==> src/rtl/aes_pkg.sv <==
// aes_pkg: shared AES constants, S-box and Rcon tables, key-schedule FSM states.
package aes_pkg;

    localparam int AES_BLK_W  = 128;
    localparam int AES_WORD_W = 32;

    typedef enum logic [1:0] {IDLE, EXPAND, DONE} ks_state_t;

    // Byte r of this table (counting from bit 0) is Rcon[r]; entry 0 and 11..15 are unused zeros
    localparam logic [127:0] RCON_TBL = 128'h00000000_00361b80_40201008_04020100;

    // Byte 0 of the S-box sits in the most significant byte
    localparam logic [2047:0] SBOX_TBL = {
        128'h637c777bf26b6fc53001672bfed7ab76,
        128'hca82c97dfa5947f0add4a2af9ca472c0,
        128'hb7fd9326363ff7cc34a5e5f171d83115,
        128'h04c723c31896059a071280e2eb27b275,
        128'h09832c1a1b6e5aa0523bd6b329e32f84,
        128'h53d100ed20fcb15b6acbbe394a4c58cf,
        128'hd0efaafb434d338545f9027f503c9fa8,
        128'h51a3408f929d38f5bcb6da2110fff3d2,
        128'hcd0c13ec5f974417c4a77e3d645d1973,
        128'h60814fdc222a908846eeb814de5e0bdb,
        128'he0323a0a4906245cc2d3ac629195e479,
        128'he7c8376d8dd54ea96c56f4ea657aae08,
        128'hba78252e1ca6b4c6e8dd741f4bbd8b8a,
        128'h703eb5664803f60e613557b986c11d9e,
        128'he1f8981169d98e949b1e87e9ce5528df,
        128'h8ca1890dbfe6426841992d0fb054bb16
    };

    function automatic logic [7:0] sbox(input logic [7:0] b);
        return SBOX_TBL[{~b, 3'b000} +: 8];
    endfunction

    function automatic logic [7:0] rcon(input logic [3:0] r);
        return RCON_TBL[{r, 3'b000} +: 8];
    endfunction

endpackage

==> src/rtl/aes_key_schedule_seq_if.sv <==
// aes_key_schedule_seq_if: start/key request and round-key bank bus of the key scheduler.
interface aes_key_schedule_seq_if #(
    parameter int NR = 10
);
    logic [aes_pkg::AES_BLK_W-1:0]        key;
    logic                                 start;
    logic [(NR+1)*aes_pkg::AES_BLK_W-1:0] allKeys;
    logic                                 busy;
    logic                                 keys_valid;

    modport master (output key, start, input allKeys, busy, keys_valid);
    modport slave  (input key, start, output allKeys, busy, keys_valid);
endinterface

==> src/rtl/aes_key_round.sv <==
// aes_key_round: one combinational AES-128 key-expansion step (4 S-box lookups).
module aes_key_round
    import aes_pkg::*;
(
    input  logic [AES_BLK_W-1:0] prev_key,
    input  logic [7:0]           rcon,
    output logic [AES_BLK_W-1:0] next_key
);
    logic [AES_WORD_W-1:0] t, w0, w1, w2, w3;

    // SubWord(RotWord(w3)) ^ Rcon
    assign t  = {sbox(prev_key[23:16]), sbox(prev_key[15:8]), sbox(prev_key[7:0]),
                 sbox(prev_key[31:24])} ^ {rcon, 24'h0};
    assign w0 = prev_key[127:96] ^ t;
    assign w1 = prev_key[95:64] ^ w0;
    assign w2 = prev_key[63:32] ^ w1;
    assign w3 = prev_key[31:0] ^ w2;
    assign next_key = {w0, w1, w2, w3};

endmodule

==> src/rtl/aes_key_schedule_seq.sv <==
// aes_key_schedule_seq: iterative AES-128 key expansion, one round key per clock into a key bank.
// Define AES_KS_CACHE_EN to skip re-expansion when DONE is restarted with the last completed key.
module aes_key_schedule_seq
    import aes_pkg::*;
#(
    parameter int Nk = 4,
    parameter int Nr = 10
) (
    input logic                   clk,
    input logic                   rst_n,
    aes_key_schedule_seq_if.slave ks
);
    localparam int KW = Nk * AES_WORD_W;

    ks_state_t                   state_q, state_d;
    logic [3:0]                  rnd_q, rnd_d, prv;
    logic [(Nr+1)*AES_BLK_W-1:0] bank_q, bank_d;
    logic                        busy_q, busy_d, valid_q, valid_d;
    logic [AES_BLK_W-1:0]        prev_key, next_key;
    logic                        hit, last_rnd;

    assign prv      = rnd_q - 4'd1;
    assign prev_key = bank_q[AES_BLK_W*int'(prv) +: AES_BLK_W];
    assign last_rnd = rnd_q == 4'(Nr);

    aes_key_round u_round (.prev_key(prev_key), .rcon(rcon(rnd_q)), .next_key(next_key));

    always_comb begin
        state_d = state_q;
        rnd_d   = rnd_q;
        bank_d  = bank_q;
        busy_d  = busy_q;
        valid_d = valid_q;
        if (ks.start && state_q != EXPAND && !hit) begin
            state_d        = EXPAND;
            rnd_d          = 4'd1;
            bank_d[KW-1:0] = ks.key;
            busy_d         = 1'b1;
            valid_d        = 1'b0;
        end else if (state_q == EXPAND) begin
            bank_d[AES_BLK_W*int'(rnd_q) +: AES_BLK_W] = next_key;
            rnd_d = &rnd_q ? rnd_q : rnd_q + 4'd1;
            if (last_rnd) begin
                state_d = DONE;
                busy_d  = 1'b0;
                valid_d = 1'b1;
            end
        end
    end

    always_ff @(posedge clk) begin
        if (!rst_n) begin
            state_q <= IDLE;
            rnd_q   <= '0;
            bank_q  <= '0;
            busy_q  <= 1'b0;
            valid_q <= 1'b0;
        end else begin
            state_q <= state_d;
            rnd_q   <= rnd_d;
            bank_q  <= bank_d;
            busy_q  <= busy_d;
            valid_q <= valid_d;
        end
    end

`ifdef AES_KS_CACHE_EN
    logic [AES_BLK_W-1:0] last_key_q, last_key_d;
    logic                 cache_vld_q, cache_vld_d;

    assign hit = state_q == DONE && cache_vld_q && ks.key == last_key_q;

    // Slot 0 still holds the key being expanded when the final round lands
    always_comb begin
        last_key_d  = last_key_q;
        cache_vld_d = cache_vld_q;
        if (state_q == EXPAND && last_rnd) begin
            last_key_d  = bank_q[AES_BLK_W-1:0];
            cache_vld_d = 1'b1;
        end
    end

    always_ff @(posedge clk) begin
        if (!rst_n) begin
            last_key_q  <= '0;
            cache_vld_q <= 1'b0;
        end else begin
            last_key_q  <= last_key_d;
            cache_vld_q <= cache_vld_d;
        end
    end
`else
    assign hit = 1'b0;
`endif

    assign ks.allKeys    = bank_q;
    assign ks.busy       = busy_q;
    assign ks.keys_valid = valid_q;

endmodule
==> src/flat_wrapper.sv <==
// flat-port wrapper written by rule: the top's interface ports become plain ports
module aes_key_schedule_seq_flat import aes_pkg::*;
#(
    parameter int Nk = 4,
    parameter int Nr = 10
)
  (clk, rst_n, ks_key, ks_start, ks_allKeys, ks_busy, ks_keys_valid);
  aes_key_schedule_seq_if ks_i ();
  input logic clk;
  input logic rst_n;
  input wire logic [$bits(ks_i.key)-1:0] ks_key;
  input wire logic [$bits(ks_i.start)-1:0] ks_start;
  output wire logic [$bits(ks_i.allKeys)-1:0] ks_allKeys;
  output wire logic [$bits(ks_i.busy)-1:0] ks_busy;
  output wire logic [$bits(ks_i.keys_valid)-1:0] ks_keys_valid;
  assign ks_i.key = ks_key;
  assign ks_i.start = ks_start;
  assign ks_allKeys = ks_i.allKeys;
  assign ks_busy = ks_i.busy;
  assign ks_keys_valid = ks_i.keys_valid;
  aes_key_schedule_seq #(.Nk(Nk), .Nr(Nr)) u_core (.clk(clk), .rst_n(rst_n), .ks(ks_i));
endmodule
==> config.mk <==
export PLATFORM = sky130hd
export DESIGN_NAME = aes_key_schedule_seq_flat
export DESIGN_NICKNAME = d
export VERILOG_FILES = /design/src/rtl/aes_pkg.sv /design/src/rtl/aes_key_schedule_seq_if.sv /design/src/rtl/aes_key_round.sv /design/src/rtl/aes_key_schedule_seq.sv /design/src/flat_wrapper.sv
export SDC_FILE = /design/constraint.sdc
export NUM_CORES = 2
export LEC_CHECK = 0
export ABC_AREA = 1
export CORE_AREA = 10 10 588 590
export DETAILED_ROUTE_END_ITERATION = 7
export DIE_AREA = 0 0 598 600
export SETUP_SLACK_MARGIN = 0.5
export SLEW_MARGIN = 20
export SYNTH_ARGS = -nofsm -noshare
export SYNTH_HDL_FRONTEND = slang
export SYNTH_SLANG_ARGS = --single-unit
==> constraint.sdc <==
create_clock -name clk -period 7.85 [get_ports clk]
set_clock_uncertainty 0.05 [all_clocks]
set_input_delay 1.9625 -clock clk [delete_from_list [all_inputs] [get_ports clk]]
set_output_delay 1.9625 -clock clk [all_outputs]
set_load 0.02 [all_outputs]
==> Word level (Yosys, flattened, before mapping) <==
Cells that the tools add are included.
{ "op_classes": {"addsub": 3, "eq_ne": 4, "shifts": 8, "n_mux": 12, "n_bitwise": 12, "n_reduce_logical": 10} }
{ "op_table": {"columns": ["cell", "count"], "rows": [
  ["indexed part select 2048 x 12 -> 8 bit, first input constant", 4],
  ["bitwise mux 1408 bit", 1],
  ["variable shift 128 x 33 -> 1408 bit, first input constant", 1],
  ["indexed part select 128 x 33 -> 1408 bit", 1],
  ["indexed part select 1408 x 12 -> 128 bit", 1],
  ["2-to-1 mux 128 bit", 2],
  ["XOR 32 bit", 5],
  ["indexed part select 128 x 8 -> 8 bit, first input constant", 1],
  ["negator 11 -> 33 bit", 1],
  ["NOT 8 bit", 4],
  ["AND reduction 2 bit", 5],
  ["2-to-1 mux 1 bit", 9],
  ["adder 4 x 1 -> 4 bit, second input constant", 1],
  ["== test 4 bit, second input constant", 1],
  ["inequality test 2 x 1 -> 1 bit, second input constant", 2],
  ["AND reduction 4 bit", 1],
  ["nonzero test 2 bit", 2],
  ["subtractor 4 x 1 -> 4 bit, second input constant", 1],
  ["NOT 1 bit", 3],
  ["== test 2 x 1 -> 1 bit, second input constant", 1],
  ["OR reduction 2 bit", 1],
  ["logical AND 1 bit", 1]
]} }
{ "word_totals": {"ff_bits": 1415, "in_bits": 131} }

==> Logic depth before layout (Yosys ltp) <==
{ "depth": {"ltp_word": 13, "ltp_mapped": 43} }

==> Modules after synthesis <==
Synthesis repeated with hierarchy kept, for this count alone.
{ "hier_totals": {"cells_unflattened": 16450, "area_unflattened_um2": 93372.1} }
{ "by_module_without_submodules": {"columns": ["mod", "instances", "cells_each", "area_per_inst_um2", "seq_area_each_um2"], "rows": [
  ["aes_key_schedule_seq", 1, 13349, 78625.4, 28307.1],
  ["aes_key_round", 1, 3101, 14746.6, 0.0]
]} }

==> Worst setup path before layout <==
Ideal clock, no wire load.
{ "synth_timing": {"kind": "register -> register", "startpoint": "register u_core.rnd_q[0]", "endpoint": "register u_core.bank_q[776] (netlist: u_core.ks.allKeys[776])", "setup_ns": 0.070, "t_arrival_ns": 5.530, "required_time_ns": 7.730, "path_slack_ns": 2.200, "path_stages_with_launch": 42, "path_buffers": 11, "synth_period_minus_slack_ns": 5.650, "path_cell_list": "dfxtp_1 > buf_6 > inv_6 > buf_4 > buf_2 > buf_4 > buf_4 > buf_4 > buf_2 > buf_2 > buf_2 > ha_1 > ha_1 > buf_4 > nor2_2 > buf_6 > nand3_1 > nand2_1 > [... 6 more ...] > nand3_1 > a21oi_1 > nand2_1 > nand2_1 > nor2_1 > nor2_1 > nand2_1 > nand3_1 > nand2_1 > nand2_1 > nand2_1 > nand2_1 > nand3_1 > nand2_1 > nand2_1 > nand2_2 > nand4_1 > a21oi_1"} }
{ "synth_via": {"elab_chain_cells": 11} }
{ "synth_rtl": {"columns": ["element", "line_no", "text"], "rows": [
  ["start: declaration", "aes_key_schedule_seq.sv:16", "logic [3:0] rnd_q, rnd_d, prv;"],
  ["start signal: assignment", "aes_key_schedule_seq.sv:60", "rnd_q <= rnd_d;"],
  ["subtractor 4 x 1 -> 4 bit", "aes_key_schedule_seq.sv:22", "assign prv = rnd_q - 4'd1;"],
  ["indexed part select 1408 x 12 -> 128 bit", "aes_key_schedule_seq.sv:23", "assign prev_key = bank_q[AES_BLK_W*int'(prv) +: AES_BLK_W];"],
  ["NOT 8 bit", "aes_pkg.sv:33", "return SBOX_TBL[{~b, 3'b000} +: 8];"],
  ["indexed part select 2048 x 12 -> 8 bit", "aes_pkg.sv:33", null],
  ["XOR 32 bit", "aes_key_round.sv:13", "sbox(prev_key[31:24])} ^ {rcon, 24'h0};"],
  ["XOR 32 bit", "aes_key_round.sv:14", "assign w0 = prev_key[127:96] ^ t;"],
  ["XOR 32 bit", "aes_key_round.sv:15", "assign w1 = prev_key[95:64] ^ w0;"],
  ["XOR 32 bit", "aes_key_round.sv:16", "assign w2 = prev_key[63:32] ^ w1;"],
  ["XOR 32 bit", "aes_key_round.sv:17", "assign w3 = prev_key[31:0] ^ w2;"],
  ["indexed part select 128 x 33 -> 1408 bit", "aes_key_schedule_seq.sv:41", "bank_d[AES_BLK_W*int'(rnd_q) +: AES_BLK_W] = next_key;"],
  ["bitwise mux 1408 bit *", "aes_key_schedule_seq.sv:41", null],
  ["end signal: assignment", "aes_key_schedule_seq.sv:61", "bank_q <= bank_d;"],
  ["end: declaration", "aes_key_schedule_seq.sv:17", "logic [(Nr+1)*AES_BLK_W-1:0] bank_q, bank_d;"]
]} }
Every way passes the cells marked *; elsewhere a longest branch is shown, timed or not.
A chain may end at the register's enable or synchronous reset.

==> Worst setup path after layout <==
{ "layout_timing": {"startpoint": "register u_core.rnd_q[0]", "endpoint": "register u_core.bank_q[1156] (netlist: u_core.ks.allKeys[1156])"} }
Same word-level chain as after synthesis.

==> flow_summary.ini <==
[detailed_routing]
top_layer = met5
wl_met2_mm = 269
viasPerCell = 5.62
route.detailed.drc = 0
dr.pass1.iters = 8
drt-initial-drc-count = 14913
num_vias = 97099
finalWirelength_mm = 639
wl_met3_mm = 72.2
drt-met1-wl_mm = 247
avgRoutedWirePerCell_um = 37.0
drt.antenna.violating_nets = 0

[critical_path]
critPathMostFrequentCell = nand2_1
cpMaxStageDelayCell = ha_4
rr_worst_depth = 28
cp.arrival_ps = 7910
timing.rr.end = u_core.ks.allKeys[1156]$_SDFFE_PN0P_
max_stage_delay_ps = 580
worstSetupStartpointType = flip-flop
critPathMaxFanout = 102
worstPathRequired_ps = 8570
setup.worst_path.end = u_core.ks.allKeys[1156]$_SDFFE_PN0P_
rr_startpoint = u_core.rnd_q[0]$_SDFFE_PN0P_
worstSetupPathType = flip-flop to flip-flop
reg2reg_setup_slack_ps = 660
cp-startpoint = u_core.rnd_q[0]$_SDFFE_PN0P_
end_kind = flip-flop

[outcome]
outcome = finished, final reports clean

[sta]
finalSetupTns_ps = 0
worst_pin_slew_ps = 1280
setup_ws_ps = 661
finalMaxSlewViolations = 0
clock.fmax_mhz = 139
finalSetupViolCount = 0
slew_headroom_pct = 14.4
hold_viol = 0
grt_setup_unrepaired = yes
min_period_ps = 7190
timing.final.crit_share_pct = 91.6

[cells_and_area]
fillCellCount = 36623
fin_nets = 12896
stdcell_area_um2 = 102000
layout_commonest_cell = nand2_1
layout_common_cells = nand2_1, o21ai_0, clkdlybuf4s50_1
drive_above_1_share_pct = 5.63
final_util_pct = 30.6
area_growth_pct = 32.4

[synthesis]
synth-xor-area-share_pct = 0.0911
syn_inst = 11771
synth.net_count = 11968
syn_area_um2 = 76900
synth_compound_area_share_pct = 25.2
synth_ff_type = dfxtp_1
synth_warnings = 0
synth_top_family_by_area = simple AND/OR/NAND/NOR gates
synthSimpleGateAreaFrac_pct = 27.9
synthMuxAreaShare_pct = 0
synth_edf_count = 0
synthAdderAreaFrac_pct = 1.07
async_flop_share_pct = 0
synth_seq_cells = 1414
ys_seq_area_share_pct = 36.8
syn_avg_cell_area_um2 = 6.53
synth_cell_type_count = 48

[clocking]
clock_latency_ps = 900
numCtsBuffers = 173
clock_path_buffers = 4
root_buffer = clkbuf_16
clock_sinks = 1414
post_cts.repair.setup_buffers = 0
htree_levels = 4
cts_tree = yes
cts.hold.buffers_added = 0
postCtsResizedCells = 0
path_clk_slew_ps = 60

[global_routing]
globalRoute.totalOverflow = 0
antenna_found_initial = 61
grt_max_degree = 218
grt_pass1_wl_mm = 835
grt.total_usage_pct = 33.3
grt_pass1_vias = 86771

[pwr]
power_w = 0.0275
p_per_area_nw_per_um2 = 270
leakage_nw = 38.5
max-vdd-ir-drop_uv = 182

[die]
dieArea_um2 = 359000
fp.dieH_um = 600
core_area_um2 = 333000
initial_utilization_pct = 23.1
fp-row-count = 212
die_w_um = 598
ios = 1541

[min_path]
hold_class = flip-flop to flip-flop

[placement]
post-place-ws_ps = 677
place_congestion = 1.06
placed_cell_area_um2 = 95700
hpwlAfterDp_mm = 483
port_buffers = 1540

[run]
max-cap-violations = 0
area by class of cell:
class	instances	area [um2]	share of cell area, %
Antenna cell	66	165	0.162
Clock buffer	253	5110	5.02
Clock inverter	54	768	0.755
Inverter	567	2210	2.18
Multi-Input combinational cell	8771	42000	41.2
Sequential cell	1414	28300	27.8
Tap cell	4387	5490	5.39
Timing Repair Buffer	1772	17800	17.5
where the power goes:
group          total (W)  switching, W  internal (W)
logic             0.0115       0.00918       0.00231
clock network    0.00860       0.00361       0.00500
registers        0.00740      0.000139       0.00726
through the flow:
stage          instances  hold WS (ps)
2_1_floorplan      11771           500
3_3_place_gp       16908           418
3_5_place_dp       16910           421
4_1_cts            17217           430
5_1_grt            17238           445
6_report           17284           431
how the worst min path moves through the flow:
stage | start | to | slack, ps | depth (start not counted)
4_1_cts | u_core.ks.allKeys[815]$_SDFFE_PN0P_ | u_core.ks.allKeys[815]$_SDFFE_PN0P_ | 430 | 2
5_1_grt | u_core.ks.allKeys[818]$_SDFFE_PN0P_ | u_core.ks.allKeys[818]$_SDFFE_PN0P_ | 450 | 2
3_3_place_gp | u_core.ks.allKeys[792]$_SDFFE_PN0P_ | u_core.ks.allKeys[792]$_SDFFE_PN0P_ | 420 | 2
2_1_floorplan | u_core.ks.allKeys[782]$_SDFFE_PN0P_ | u_core.ks.allKeys[782]$_SDFFE_PN0P_ | 500 | 2
6_report | u_core.ks.allKeys[839]$_SDFFE_PN0P_ | u_core.ks.allKeys[839]$_SDFFE_PN0P_ | 430 | 2
3_5_place_dp | u_core.ks.allKeys[839]$_SDFFE_PN0P_ | u_core.ks.allKeys[839]$_SDFFE_PN0P_ | 420 | 2
cells by family after synthesis:
kind of cell | Yosys count
AOI/OAI and AO/OA | 3658
DFF | 1414
and+or+nand+nor | 5039
adders and majority gates | 66
xor gates and xnor gates | 8
buffers and inverters | 1586
state kept, by name, summed over array words and instances, names as in the netlist:
name	count
u_core.ks.allKeys	1408
u_core.rnd_q	4
u_core.state_q	2
synthesized netlist by cell type, types with 2 or more instances:
cell / instances / area, um2
nand2_1: 2565 / 9630
o21ai_0: 1802 / 9020
nand3_1: 1461 / 7310
a21oi_1: 1457 / 7290
dfxtp_1: 1414 / 28300
nor2_1: 785 / 2950
clkbuf_1: 564 / 2120
inv_1: 522 / 1960
buf_2: 250 / 1250
o221ai_1: 146 / 1280
buf_4: 96 / 721
nand2_2: 80 / 500
a31oi_1: 79 / 494
buf_1: 79 / 297
nand4_1: 78 / 488
ha_1: 66 / 826
o211ai_1: 57 / 428
inv_2: 39 / 146
o22ai_1: 33 / 206
a22oi_1: 29 / 218
buf_6: 25 / 282
o21ai_1: 25 / 125
a32o_1: 21 / 210
nor2_2: 21 / 131
nand3b_1: 16 / 120
nand2_4: 9 / 101
nand3_2: 7 / 70.1
xor2_1: 7 / 61.3
nand3_4: 5 / 87.6
clkinv_1: 4 / 15.0
dlygate4sd1_1: 4 / 35.0
nor3_1: 4 / 20.0
a22o_1: 3 / 26.3
nor4_1: 3 / 18.8
o21a_1: 2 / 15.0
worst max-delay path, delay by kind of cell, from the launching register on:
family | cells | cell delay, ps
AND/OR/NAND/NOR | 20 | 3620
buffers and inverters | 5 | 1770
adder cells (fa/ha/maj) | 2 | 880
flip-flops | 1 | 440
AO/OA/AOI/OAI | 1 | 160
layer usage:
metal | vias up | GRT usage, %
li1 | 42072 | -
met1 | 47088 | 41.2
met2 | 6687 | 49.5
met3 | 1216 | 10.8
met4 | 36 | 21.7
met5 | - | 0
No activity file was read; power rests on OpenSTA's default activity.
